$ cat src/rtl/mac_operand_sequencer.sv
// mac_operand_sequencer
//   Feeds a pipelined Q6.9 MAC with operand pairs. Pairs are buffered in a small FIFO that
//   accepts data in every state (so a vector can be prefetched while idle). A start pulse
//   clears the MAC, streams exactly vec_len pairs into it, flushes the MAC pipeline with
//   zero operands, captures the accumulator and offers it on a valid/ready result port.
//
// Ports
//   clk, rst           clock (rising edge), asynchronous active-high reset
//   start, vec_len     begin a dot product of vec_len pairs (sampled only when idle)
//   busy               high whenever a dot product is in progress or its result is pending
//   in_valid/in_ready  operand pair handshake, in_a/in_b carry the pair
//   mac_clr            one-cycle clear pulse to the MAC
//   mac_en/mac_a/mac_b registered enable and operands to the MAC
//   mac_acc            MAC accumulator output
//   res_valid/res_ready/res_data  captured result handshake
//
// The drain length assumes MAC_LAT >= 2.

module mac_operand_sequencer #(
    parameter int unsigned DATA_W  = 16,
    parameter int unsigned DEPTH   = 8,
    parameter int unsigned LEN_W   = 8,
    parameter int unsigned MAC_LAT = 4
) (
    input  logic              clk,
    input  logic              rst,
    input  logic              start,
    input  logic [LEN_W-1:0]  vec_len,
    output logic              busy,
    input  logic              in_valid,
    output logic              in_ready,
    input  logic [DATA_W-1:0] in_a,
    input  logic [DATA_W-1:0] in_b,
    output logic              mac_clr,
    output logic              mac_en,
    output logic [DATA_W-1:0] mac_a,
    output logic [DATA_W-1:0] mac_b,
    input  logic [DATA_W-1:0] mac_acc,
    output logic              res_valid,
    input  logic              res_ready,
    output logic [DATA_W-1:0] res_data
);

    localparam int unsigned PTR_W = (DEPTH > 1) ? $clog2(DEPTH) : 1;
    localparam int unsigned CNT_W = PTR_W + 1;
    localparam int unsigned DRN_W = (MAC_LAT > 2) ? $clog2(MAC_LAT - 1) : 1;
    localparam logic [CNT_W-1:0] FIFO_FULL = CNT_W'(DEPTH);
    // Drain counter runs 0 .. MAC_LAT-2, i.e. MAC_LAT-1 cycles.
    localparam logic [DRN_W-1:0] DRN_LAST  = DRN_W'(MAC_LAT - 2);

    typedef enum logic [2:0] {
        StIdle,
        StClear,
        StStream,
        StDrain,
        StCapture,
        StResult
    } state_t;

    // ------------------------------------------------------------------
    // Operand FIFO
    // ------------------------------------------------------------------
    logic [2*DATA_W-1:0] mem [DEPTH];
    logic [PTR_W-1:0]    wr_ptr;
    logic [PTR_W-1:0]    rd_ptr;
    logic [CNT_W-1:0]    count;
    logic                fifo_full;
    logic                fifo_empty;
    logic                push;
    logic                pop;
    logic [2*DATA_W-1:0] head;

    state_t state;
    state_t state_nxt;

    assign fifo_full  = (count == FIFO_FULL);
    assign fifo_empty = (count == '0);
    assign in_ready   = !fifo_full;
    // A full FIFO refuses the write even if a pop frees a slot in the same cycle.
    assign push       = in_valid && !fifo_full;
    assign pop        = (state == StStream) && !fifo_empty;
    assign head       = mem[rd_ptr];

    // Storage has no reset; emptiness is tracked by the pointers and count alone.
    always_ff @(posedge clk) begin
        if (push) begin
            mem[wr_ptr] <= {in_a, in_b};
        end
    end

    always_ff @(posedge clk or posedge rst) begin
        if (rst) begin
            wr_ptr <= '0;
            rd_ptr <= '0;
            count  <= '0;
        end else begin
            if (push) begin
                wr_ptr <= wr_ptr + 1'b1;
            end
            if (pop) begin
                rd_ptr <= rd_ptr + 1'b1;
            end
            case ({push, pop})
                2'b10:   count <= count + 1'b1;
                2'b01:   count <= count - 1'b1;
                default: count <= count;
            endcase
        end
    end

    // ------------------------------------------------------------------
    // Sequencing FSM
    // ------------------------------------------------------------------
    logic [LEN_W-1:0]  len_r;
    logic [LEN_W-1:0]  len_nxt;
    logic [LEN_W-1:0]  cnt;
    logic [LEN_W-1:0]  cnt_nxt;
    logic [DRN_W-1:0]  drain_cnt;
    logic [DRN_W-1:0]  drain_nxt;
    logic              mac_en_nxt;
    logic [DATA_W-1:0] mac_a_nxt;
    logic [DATA_W-1:0] mac_b_nxt;
    logic              res_valid_nxt;
    logic [DATA_W-1:0] res_data_nxt;

    assign busy    = (state != StIdle);
    assign mac_clr = (state == StClear);

    always_comb begin
        state_nxt     = state;
        len_nxt       = len_r;
        cnt_nxt       = cnt;
        drain_nxt     = drain_cnt;
        mac_en_nxt    = 1'b0;
        mac_a_nxt     = mac_a;
        mac_b_nxt     = mac_b;
        res_valid_nxt = res_valid;
        res_data_nxt  = res_data;

        unique case (state)
            StIdle: begin
                if (start) begin
                    len_nxt   = vec_len;
                    cnt_nxt   = '0;
                    state_nxt = StClear;
                end
            end

            StClear: begin
                drain_nxt = '0;
                state_nxt = (len_r != '0) ? StStream : StDrain;
            end

            StStream: begin
                // An empty FIFO stalls the MAC: enable drops and operands hold.
                if (pop) begin
                    mac_en_nxt = 1'b1;
                    mac_a_nxt  = head[2*DATA_W-1:DATA_W];
                    mac_b_nxt  = head[DATA_W-1:0];
                    cnt_nxt    = cnt + 1'b1;
                    if (cnt == len_r - 1'b1) begin
                        drain_nxt = '0;
                        state_nxt = StDrain;
                    end
                end
            end

            StDrain: begin
                // Zero operands with enable high flush the last pair through the pipeline.
                mac_en_nxt = 1'b1;
                mac_a_nxt  = '0;
                mac_b_nxt  = '0;
                if (drain_cnt == DRN_LAST) begin
                    state_nxt = StCapture;
                end else begin
                    drain_nxt = drain_cnt + 1'b1;
                end
            end

            StCapture: begin
                res_data_nxt  = mac_acc;
                res_valid_nxt = 1'b1;
                state_nxt     = StResult;
            end

            StResult: begin
                if (res_valid && res_ready) begin
                    res_valid_nxt = 1'b0;
                    state_nxt     = StIdle;
                end
            end

            default: begin
                state_nxt = StIdle;
            end
        endcase
    end

    always_ff @(posedge clk or posedge rst) begin
        if (rst) begin
            state     <= StIdle;
            len_r     <= '0;
            cnt       <= '0;
            drain_cnt <= '0;
            mac_en    <= 1'b0;
            mac_a     <= '0;
            mac_b     <= '0;
            res_valid <= 1'b0;
            res_data  <= '0;
        end else begin
            state     <= state_nxt;
            len_r     <= len_nxt;
            cnt       <= cnt_nxt;
            drain_cnt <= drain_nxt;
            mac_en    <= mac_en_nxt;
            mac_a     <= mac_a_nxt;
            mac_b     <= mac_b_nxt;
            res_valid <= res_valid_nxt;
            res_data  <= res_data_nxt;
        end
    end

endmodule
$ cat config.mk
export PLATFORM = sky130hd
export DESIGN_NAME = mac_operand_sequencer
export DESIGN_NICKNAME = d
export VERILOG_FILES = /design/src/rtl/mac_operand_sequencer.sv
export SDC_FILE = /design/constraint.sdc
export NUM_CORES = 1
export LEC_CHECK = 0
export BUFFER_PORTS_ARGS = -buffer_cell sky130_fd_sc_hd__buf_2
export CAP_MARGIN = 20
export CORE_AREA = 2 2 198 200
export DETAILED_ROUTE_END_ITERATION = 10
export DIE_AREA = 0 0 200 202
export GPL_TIMING_DRIVEN = 0
export PLACE_DENSITY = 0.49
export SLEW_MARGIN = 20
export SYNTH_ARGS = -nofsm -noshare
export SYNTH_HDL_FRONTEND = slang
export SYNTH_SLANG_ARGS = --single-unit
$ cat constraint.sdc
create_clock -name clk -period 5.6 [get_ports clk]
set_clock_uncertainty 0.1 [all_clocks]
set_input_delay 0.56 -clock clk [delete_from_list [all_inputs] [get_ports clk]]
set_output_delay 0.56 -clock clk [all_outputs]
set_load 0.01 [all_outputs]
==> results_dict.tcl <==
set metrics [dict create \
    peakVddDrop_uv 241 \
    critPathKind "reg2reg" \
    synth_top_area_share_pct 58.1 \
    ctsHtreeMaxLevel 2 \
    first_iter_violations 453 \
    synth.distinct_cells 47 \
    critPathArrivalTime_ns 3.19 \
    synth_area_leaders "edfxtp_1 (58%), dfrtp_1 (15%), mux4_2 (11%)" \
    worstSkewPairLatency_ns 0.54 \
    finalSetupTns_ns 0 \
    slew_headroom_pct 30.7 \
    setup.worst_path.start "count[0]" \
    grt_max_degree 58 \
    grt.total_usage_pct 15.4 \
    period_minus_slack_ns 2.87 \
    vias_per_cell 4.83 \
    drt-met1-wl_um 13500 \
    status "complete, no violations" \
    cts_root_buf "clkbuf_16" \
    final_layout_size_suffix_gt1_share_pct 33.0 \
    r2r_start "count[0]" \
    gp_congestion 0.718 \
    grt.overflow.total 0 \
    wl_met2_um 14500 \
    ys_warn_count 0 \
    fillers 3457 \
    grt_pass1_wl_um 45800 \
    critPathRequiredTime_ns 5.92 \
    synth_edf_count 256 \
    die_h_um 202 \
    final_hold_viol_count 0 \
    routed-wl-met3_um 1650 \
    synth_nets 803 \
    drv_slew 0 \
    areaGrowthSynthToFinish_pct 21.9 \
    cap_violations 0 \
    wirelength_um 30200 \
    r2r-end "count[3]" \
    fin_nets 990 \
    fin_cells 1467 \
    ioPinCount 114 \
    route.detailed.wl_per_inst_um 20.6 \
    synth_most_common_cell "edfxtp_1" \
    cts_sinks 337 \
    ys_seq_area_share_pct 73.4 \
    worst_pin_slew_ns 1.04 \
    routed.top_layer "met5" \
    design.core.area_um2 38300 \
    async_reset_ff_share_pct 24.0 \
    r2r_slack_ns 2.73 \
    grt_setup_unrepaired "no" \
    drtPass1Iterations 4 \
    powerDensity_nw_per_um2 551 \
    dieArea_um2 40400 \
    die_width_um 200 \
    p_leak_nw 5.96 \
    cp-endpoint "count[3]" \
    synth_area_per_cell_um2 18.1 \
    drc_errors 0 \
    holdWs_ns 0.113 \
    synth_ff_type "edfxtp_1" \
    antenna_found_initial 1 \
    clock_path_buffers 3 \
    ys_ff_latch 337 \
    startpoint_type "register" \
    synth_commonest_cells "edfxtp_1 (256), dfrtp_1 (81), nand2_1 (71)" \
    cts_resized 0 \
    fin_util_pct 42.2 \
    seqCellArea_um2 9710 \
    netlist_instances 733 \
    detail-route-antenna-nets 0 \
    cts_tree "done" \
    path_clk_slew_ns 0.06 \
    hp-class "in2reg" \
    cts_inserted_buffers 38 \
    post-dp-hpwl_um 19900 \
    finalSetupViolCount 0 \
    port_buffers 113 \
    placed_cells 1397 \
    syn-cell-area_um2 13200 \
    rows 72 \
    rr_worst_depth 11 \
    multi_input_area_um2 3360 \
    post-route-period-util_pct 51.3 \
    critPathMaxFanout 10 \
    grt_pass1_vias 7415 \
    fmax_mhz 348 \
    setup.worst_path.end_class "register" \
    yosysTopAreaCell "edfxtp_1" \
    start_util_pct 34.6 \
    vias 7085 \
    p_total_w 0.00889 \
]
[timing repair]
item | 4_1_cts | 5_1_grt
hold buffers | 1 | 0
setup buffers | 0 | 0
setup endpoints to repair | 0 | 0
endpoints found under the hold margin | 24 | 0
[per-stage QoR]
| step | area [um^2] | setup WS [ns] |
|---|---|---|
| 4_1_cts | 16100 | 2.66 |
| 5_1_grt | 16100 | 2.42 |
| 3_5_place_dp | 14900 | 2.66 |
| 2_1_floorplan | 13200 | 1.11 |
| 6_report | 16100 | 2.73 |
| 3_3_place_gp | 14500 | -2.86 |
[report_power, final]
| part | total, W | leakage (nW) | switching [W] | internal (W) |
|---|---|---|---|---|
| Clock | 0.00252 | 0.618 | 0.00101 | 0.00151 |
| Combinational | 0.00284 | 2.01 | 0.00159 | 0.00125 |
| Sequential | 0.00353 | 3.33 | 0.000271 | 0.00326 |
[metal layers]
metal / vias up / GRT usage (%)
li1: 3243 / -
met3: 40 / 3.69
met2: 176 / 24.9
met4: 2 / 4.39
met1: 3624 / 20.7
met5: - / 0
[worst max-delay path, cell delays in order (launching register included)]
cell and delay, ns:
dfrtp_1 0.43, nor4_1 0.45, or3_1 0.17, buf_2 0.19
clkinv_2 0.19, ha_1 0.27, ha_1 0.27, a21o_1 0.17
a21oi_1 0.16, xnor2_1 0.14, nor2_1 0.07, xor2_1 0.14
[sequential cells by signal (all words and copies together), names as in the netlist]
register and flops:
cnt 8, wr_ptr 3, res_valid 1, mac_a 16
rd_ptr 3, mac_b 16, mem 256, state 3
res_data 16, drain_cnt 2, mac_en 1, count 4
len_r 8
[how the worst min path moves through the flow]
stage                     slack (ns)  cells past startpoint        to       start
final                           0.11                      3  len_r[4]  vec_len[4]
after global routing            0.11                      3  len_r[5]  vec_len[5]
after CTS                       0.08                      3  len_r[4]  vec_len[4]
after detailed placement        0.37                      2  mac_b[8]    mac_b[8]
after global placement          0.36                      2  mac_b[4]    mac_b[4]
after floorplan                 0.36                      1  count[3]    count[3]
[area by class of cell]
class	count	share of cell area [%]
sequential	337	60.2
multi-input combinational	350	20.8
clock buffer	47	6.22
timing repair buffer	147	5.78
tap	518	4.02
clock inverter	21	1.59
buffer	35	1.07
inverter	11	0.295
antenna	1	0.0155
[cell families (layout without fill, tap and decap cells)]
logic type      after synthesis  in the layout  share of synthesized area, %
mux                         115            115                          14.9
simple gates                135            135                          4.77
flops                       337            337                          73.4
fa+ha+maj                     9              9                         0.907
xor+xnor                     20             20                          1.32
compound gates               71             71                          3.11
buf+inv                      46            261                          1.63
other cells                   0              1                             0
[layout by cell type, fill, tap and decap left out, types with 7 or more instances in the layout]
cell,instances
edfxtp_1,256
buf_2,129
dfrtp_1,81
nand2_1,71
mux4_2,64
clkbuf_16,38
mux2i_1,34
o21ai_0,28
buf_4,26
clkbuf_1,18
o21ai_1,17
mux2_2,15
nor2_1,12
xnor2_1,11
inv_1,9
xor2_1,9
nand2b_1,8
clkinv_2,8
nand3_1,8
ha_1,8
nor3_1,7
Power figures use the tool's default switching activity.
